<file path="src/rtl/uart_rx_if.sv">
// uart_rx_if: serial line, consumer acknowledge and receive status of the UART receiver
interface uart_rx_if #(
   parameter int data_bits = 8
);
   logic rxd;
   logic rdrf_clr;
   logic [data_bits-1:0] RDR;
   logic rdrf;
   logic framing_err;
   logic overrun_err;
   modport master(output rxd, rdrf_clr, input RDR, rdrf, framing_err, overrun_err);
   modport slave(input rxd, rdrf_clr, output RDR, rdrf, framing_err, overrun_err);
endinterface

</file>
<file path="src/rtl/uart_rx.sv">
// uart_rx: 8x oversampling UART receiver with input synchronizer, sticky framing/overrun flags
module uart_rx #(
   parameter int data_bits = 8,
   parameter int clks_per_tick = 13
) (
   input logic sysclk,
   input logic rst,
   uart_rx_if.slave bus
);
   localparam int tw = $clog2(clks_per_tick);
   localparam logic [2:0] IDLE = 3'd0;
   localparam logic [2:0] START = 3'd1;
   localparam logic [2:0] DATA = 3'd2;
   localparam logic [2:0] STOP = 3'd3;
   localparam logic [2:0] BRK = 3'd4;
   logic s1;
   logic rxs;
   logic [tw-1:0] tc;
   logic tick;
   logic [2:0] state;
   logic [2:0] ct;
   logic [3:0] bct;
   logic [data_bits-1:0] rsr;
   logic done;
   logic load;
   assign tick = tc == tw'(clks_per_tick - 1);
   assign done = tick && state == STOP && ct == 3'd7;
   // a pending acknowledge frees RDR for the frame completing in the same cycle
   assign load = done && (!bus.rdrf || bus.rdrf_clr);
   always_ff @(posedge sysclk or posedge rst)
      if (rst) begin
         s1 <= 1'b1;
         rxs <= 1'b1;
         tc <= '0;
      end else begin
         s1 <= bus.rxd;
         rxs <= s1;
         tc <= tick ? '0 : tc + 1'b1;
      end
   always_ff @(posedge sysclk or posedge rst)
      if (rst) begin
         state <= IDLE;
         ct <= '0;
         bct <= '0;
         rsr <= '0;
      end else if (tick)
         case (state)
            IDLE:
               if (!rxs) begin
                  ct <= '0;
                  state <= START;
               end
            START:
               if (ct == 3'd3) begin
                  ct <= '0;
                  bct <= '0;
                  state <= rxs ? IDLE : DATA;
               end else
                  ct <= ct + 1'b1;
            DATA: begin
               ct <= ct + 1'b1;
               if (ct == 3'd7) begin
                  rsr <= {rxs, rsr[data_bits-1:1]};
                  bct <= bct + 1'b1;
                  if (bct == 4'(data_bits - 1)) state <= STOP;
               end
            end
            STOP: begin
               ct <= ct + 1'b1;
               if (ct == 3'd7) state <= rxs ? IDLE : BRK;
            end
            BRK:
               if (rxs) state <= IDLE;
            default:
               state <= IDLE;
         endcase
   always_ff @(posedge sysclk or posedge rst)
      if (rst) begin
         bus.RDR <= '0;
         bus.rdrf <= 1'b0;
         bus.framing_err <= 1'b0;
         bus.overrun_err <= 1'b0;
      end else begin
         if (load) bus.RDR <= rsr;
         bus.rdrf <= done || (bus.rdrf && !bus.rdrf_clr);
         bus.framing_err <= (done && !rxs) || (bus.framing_err && !bus.rdrf_clr);
         bus.overrun_err <= (done && bus.rdrf && !bus.rdrf_clr) || (bus.overrun_err && !bus.rdrf_clr);
      end
endmodule
</file>
<file path="src/flat_wrapper.sv">
// flat-port wrapper written by rule: the top's interface ports become plain ports
module uart_rx_flat 
#(
   parameter int data_bits = 8,
   parameter int clks_per_tick = 13
)
  (sysclk, rst, bus_rxd, bus_rdrf_clr, bus_RDR, bus_rdrf, bus_framing_err, bus_overrun_err);
  uart_rx_if #(.data_bits(data_bits)) bus_i ();
  input logic sysclk;
  input logic rst;
  input wire logic [$bits(bus_i.rxd)-1:0] bus_rxd;
  input wire logic [$bits(bus_i.rdrf_clr)-1:0] bus_rdrf_clr;
  output wire logic [$bits(bus_i.RDR)-1:0] bus_RDR;
  output wire logic [$bits(bus_i.rdrf)-1:0] bus_rdrf;
  output wire logic [$bits(bus_i.framing_err)-1:0] bus_framing_err;
  output wire logic [$bits(bus_i.overrun_err)-1:0] bus_overrun_err;
  assign bus_i.rxd = bus_rxd;
  assign bus_i.rdrf_clr = bus_rdrf_clr;
  assign bus_RDR = bus_i.RDR;
  assign bus_rdrf = bus_i.rdrf;
  assign bus_framing_err = bus_i.framing_err;
  assign bus_overrun_err = bus_i.overrun_err;
  uart_rx #(.data_bits(data_bits), .clks_per_tick(clks_per_tick)) u_core (.sysclk(sysclk), .rst(rst), .bus(bus_i));
endmodule
</file>
<file path="config.mk">
export PLATFORM = sky130hd
export DESIGN_NAME = uart_rx_flat
export DESIGN_NICKNAME = d
export VERILOG_FILES = /design/src/rtl/uart_rx_if.sv /design/src/rtl/uart_rx.sv /design/src/flat_wrapper.sv
export SDC_FILE = /design/constraint.sdc
export NUM_CORES = 1
export LEC_CHECK = 0
export ABC_AREA = 1
export CORE_ASPECT_RATIO = 1.2
export CORE_UTILIZATION = 50
export DETAILED_ROUTE_END_ITERATION = 7
export PLACE_DENSITY = 0.8
export SYNTH_ARGS = -nofsm -noshare
export SYNTH_HDL_FRONTEND = slang
export SYNTH_SLANG_ARGS = --single-unit
</file>
<file path="constraint.sdc">
create_clock -name sysclk -period 4.2 [get_ports sysclk]
set_input_delay 0.84 -clock sysclk [delete_from_list [all_inputs] [get_ports sysclk]]
set_output_delay 0.84 -clock sysclk [all_outputs]
set_load 0.05 [all_outputs]
</file>
; ---- Word level (Yosys, flattened, before mapping)
; Cells that the tools add are included.
[totals]
input_bits = 4
word_cells = 68
output_inout_bits = 11
reg_bits = 35
[classes]
n_reduce_logical = 24
muxes = 16
n_eq_ne = 14
add_sub_neg = 3
[ops]
columns = cell, n
row1 = $mux W3, 9
row2 = $pmux W3 S5, 1
row3 = $mux W4, 3
row4 = $eq A3 B2 Y1 const B, 3
row5 = $logic_and A1 B1 Y1, 9
row6 = $pmux W3 S3, 1
row7 = $add A4 B1 Y4 const B, 2
row8 = $ne A2 B1 Y1 const B, 4
row9 = $pmux W4 S2, 1
row10 = $reduce_and A7 Y1, 1
row11 = $eq A3 B3 Y1 const B, 2
row12 = $reduce_and A3 Y1, 2
row13 = $eq A4 B3 Y1 const B, 1
row14 = $eq A4 B4 Y1 const B, 1
row15 = $logic_or A1 B1 Y1, 4
row16 = $ne A2 B2 Y1 const B, 2
row17 = $reduce_and A4 Y1, 1
row18 = $add A3 B1 Y3 const B, 1
row19 = $eq A3 B1 Y1 const B, 1
row20 = $logic_not A1 Y1, 3
row21 = $logic_not A3 Y1, 1
row22 = $reduce_bool A3 Y1, 1
row23 = $mux W2, 1
row24 = $reduce_bool A2 Y1, 1
row25 = $reduce_or A2 Y1, 1

; ---- Longest topological paths before layout
[logic_depth]
depth_word = 6
ltp_mapped = 8
ltp_nobuf = 8

; ---- Worst setup path after synthesis
; OpenSTA, ideal clock, no wires.
[synth_timing]
path_type = register -> register
startpoint = register u_core.ct[0]
endpoint = register u_core.bus.RDR[2]
arrival_ns = 1.447
setup_ns = 0.120
setup_slack_ns = 2.633
n_path_buf = 1
required_ns = 4.080
stages_incl_launch_ff = 9
period_less_slack_ns = 1.567
path_cell_list = dfrtp_1 ha_1 ha_1 inv_1 nor3_4 nand2_4 buf_6 nand2_1 o21ai_2
[synth_between]
elab_chain_cells = 3
[synth_lines]
columns = element, line_no
row1 = start: declaration, uart_rx.sv:21  ; logic [2:0] ct;
row2 = start signal: assignment, uart_rx.sv:59  ; ct <= ct + 1'b1;
row3 = start signal: assignment, uart_rx.sv:61  ; ct <= ct + 1'b1;
row4 = start signal: assignment, uart_rx.sv:69  ; ct <= ct + 1'b1;
row5 = $eq A3 B3 Y1, uart_rx.sv:27  ; assign done = tick && state == STOP && ct == 3'd7;
row6 = $logic_and A1 B1 Y1, uart_rx.sv:27
row7 = $logic_and A1 B1 Y1, uart_rx.sv:29  ; assign load = done && (!bus.rdrf || bus.rdrf_clr);
row8 = end signal: assignment, uart_rx.sv:84  ; if (load) bus.RDR <= rsr;
row9 = end: declaration, uart_rx_if.sv:12  ; modport slave(input rxd, rdrf_clr, output RDR, rdrf, framing_err, overrun_err);
; Every way passes these cells.
; A chain may end at the register's enable or synchronous reset.

; ---- Worst setup path in the final report
[layout_timing]
startpoint = register u_core.bus.rdrf
endpoint = output port bus_rdrf
[layout_lines]
columns = element, line_no
row1 = start: declaration, uart_rx_if.sv:12
row2 = start signal: assignment, uart_rx.sv:85  ; bus.rdrf <= done || (bus.rdrf && !bus.rdrf_clr);
row3 = end: declaration, flat_wrapper.sv:14  ; output wire logic [$bits(bus_i.rdrf)-1:0] bus_rdrf;
; No word-level cell between the ends.

==> summary.txt <==
Outcome
  – Status: completed

Synth
  – Syn_area_per_cell: 9.08 sq um
  – Synthesized instance count: 189
  – Syn Nets: 200
  – Unique masters post-synth: 23
  – Sequential element share of the synthesized area: 51.2%
  – Synthesized area: around 1700 sq um
  – Synth cell count leaders: 52 x nand2_1, 33 x dfrtp_1, 24 x inv_1
  – Area leader, netlist: dfrtp_1
  – Synth Warn #: 0
  – Register bit total from synthesis: 35
  – Synth area leaders: dfrtp_1 48%, nand2_1 11%, o21ai_2 7.7%, inv_1 5.3%, ha_1 5.1%
  – Count leader, synth: nand2_1
  – Post-synth EDFFs: 0
  – Synth async-reset ratio: 100%
  – Yosys top cell area share: 48.1%
  – Top FF cell, synth: dfrtp_1

Routing
  – DR top layer: met4
  – Met2 WL: 1.38 mm
  – Final WL: between 2 and 3 mm
  – First DRT Iteration DRCs: 19
  – Drc violations: 0
  – DR WL/cell: around 12 microns
  – Routed Antenna Nets: 0
  – Met3 WL post-DR: 86 microns
  – Vias per inst: 4.95
  – Wl on met1: 1.29 mm
  – Total number of vias: 1218
  – DRT Pass-1 Iters: 4

Placed design
  – Final HPWL DP: about 2.1 mm
  – Dpl cells: 238
  – Pre-CTS setup slack: 2.18 ns
  – Placed Area: between 1500 and 2000 sq um
  – PortBufs: 14
  – RePlAce Congestion: between 0.9 and 1

Timing
  – Setup TNS Final: 0 ns
  – Setup Viol. Count Final: 0
  – Final period util: 57.3%
  – WHS: 0.365 ns
  – RSZ-0062 raised after global routing: false
  – Maximum clock frequency: ~0.42 GHz
  – Setup WS post-layout: 1.79 ns
  – Pins Over Slew Limit: 0
  – Final Hold Viols: 0
  – Actual slew at the worst max-slew pin: 0.505 ns
  – Max_slew headroom: about two thirds
  – Final clock skew: 0.0115 ns
  – Post-layout minimum cycle time: 2.41 ns

Clock tree
  – CTS buffer count: 5
  – H-tree depth: 2
  – # hold bufs at CTS: 0
  – Worst skew pair latency: about 0.34 ns
  – CTS root buf: clkbuf_4
  – Setup repair bufs after CTS: 0
  – Clk slew on worst S/H paths: 0.11 ns
  – Clock Sinks: 35
  – Bufs on Longest Clock Path: 2
  – CTS tree: built
  – Post-CTS resize count: 0

Finish
  – Antenna diode count: 0
  – Final Cell Area: 1950 sq um
  – Fraction of layout cells with a size suffix above 1: ~18%
  – Area Overhead vs Synth: 13.4%
  – Post-Layout Cell Count: ~250
  – Nets: 220

GRT
  – Largest net degree at the start of global routing: 36
  – First-pass GRT wire length: 5.28 mm
  – Total global-route track usage: roughly a fifth
  – Grt total ovfl: 0
  – Vias in the first global route: 1254
  – Antenna violations before repair: 0

Floorplan
  – Site row count: 22
  – Initial cell density of the core: a little over half
  – IO Count: 15
  – Full die area: 3670 sq um
  – Die W: 55.5 microns
  – Core outline area: 3170 sq um
  – Chip Height: ~66 microns

Setup path
  – Critical Path AT: 1.57 ns
  – Startpoint Class: register
  – CP max stage cell: clkdlybuf4s50_1
  – Peak fanout along the critical path: 3
  – Critical Path Max Stage Delay: 0.82 ns
  – Crit path capture type: output pin
  – Critical Path RT: 3.36 ns
  – Crit-path cells: clkdlybuf4s50_1
  – Worst path bufs/invs: 1
  – WS Path Type: reg -> out
  – Crit path max-delay family: buffers and inverters

Power
  – Pwr dens: 299 nW/um^2
  – IR drop worst, VDD: 247 uV
  – Leakage: 0.944 nW

Run
  – Max_cap viols: 0

Min path
  – Type of the most critical hold path: reg -> reg
==> path summary, 6_finish.rpt <==
path | start | to | slack, ns | cells after the start
setup / recovery | u_core.bus.rdrf$_DFF_PP0_ | bus_rdrf | 1.79 | 1
hold / removal | u_core.s1$_DFF_PP1_ | u_core.rxs$_DFF_PP1_ | 0.36 | 0
setup reg to reg | u_core.ct[0]$_DFFE_PP0P_ | u_core.bus.RDR[6]$_DFFE_PP0P_ | 2.44 | 7
hold reg to reg | u_core.s1$_DFF_PP1_ | u_core.rxs$_DFF_PP1_ | 0.36 | 0
max in group asynchronous | rst | u_core.rxs$_DFF_PP1_ | 2.99 | 3
min in group asynchronous | rst | u_core.rsr[3]$_DFFE_PP0P_ | 0.88 | 3
==> area by class of cell <==
type | instances | area (sq um)
Timing Repair Buffer | 15 | 148
Fill cell | 253 | 1220
Clock buffer | 7 | 55.1
Clock inverter | 1 | 5.00
Inverter | 26 | 97.6
Multi-Input combinational cell | 126 | 717
Tap cell | 36 | 45.0
Sequential cell | 35 | 878
==> power breakdown <==
part / total, W / leakage, nW / switching [W] / internal (W)
logic: 0.0000415 / 0.440 / 0.0000270 / 0.0000146
clock network: 0.000189 / 0.0353 / 0.000108 / 0.0000811
registers: 0.000351 / 0.469 / 0.00000833 / 0.000343
total: 0.000581 / 0.944 / 0.000143 / 0.000438
==> logic make-up after synthesis <==
family,synth area share (%)
AO/OA/AOI/OAI,10.6
XOR/XNOR,1.53
adder cells (fa/ha/maj),5.11
buffers and inverters,7.00
flip-flops,51.2
AND/OR/NAND/NOR,24.6
==> through the flow <==
step | power [W] | utilization [%]
after floorplan | 0.000387 | -
after global placement | 0.000398 | 59.6
after detailed placement | 0.000399 | 59.6
after CTS | 0.000590 | 61.5
after global routing | 0.000610 | 61.5
final | 0.000581 | 61.5
==> layer usage <==
| layer | vias to the layer above | GRT usage (%) |
|---|---|---|
| met2 | 14 | 32.8 |
| met4 | 0 | 9.69 |
| li1 | 637 | - |
| met1 | 559 | 21.5 |
| met5 | - | 0 |
| met3 | 8 | 4.70 |
==> sequential cells by signal, indices dropped and copies added (netlist names) <==
| register | count |
|---|---|
| u_core.bus.RDR | 8 |
| u_core.rsr | 8 |
| u_core.bct | 4 |
| u_core.tc | 4 |
| u_core.ct | 3 |
| u_core.state | 3 |
| u_core.bus.framing_err | 1 |
| u_core.bus.overrun_err | 1 |
| u_core.bus.rdrf | 1 |
| u_core.rxs | 1 |
| u_core.s1 | 1 |
==> worst reg2reg max path, delay by kind of cell, from the launching register on <==
family | cells | cell delay (ns)
AND/OR/NAND/NOR | 3 | 0.62
adder cells (fa/ha/maj) | 2 | 0.47
flip-flops | 1 | 0.39
buffers and inverters | 1 | 0.13
AO/OA/AOI/OAI | 1 | 0.05
==> cells in the final DEF (no fill, tap or decap), types with 4 or more instances in the layout <==
cell type,netlist,final
clkbuf_4,0,5
clkdlybuf4s50_1,0,14
dfrtp_1,33,33
ha_1,7,7
inv_1,24,24
nand2_1,52,52
nand3_1,14,14
nor2_1,14,14
o21ai_0,4,4
o21ai_1,4,4
o21ai_2,15,15
Note: power is estimated with default switching activity, not from simulation.
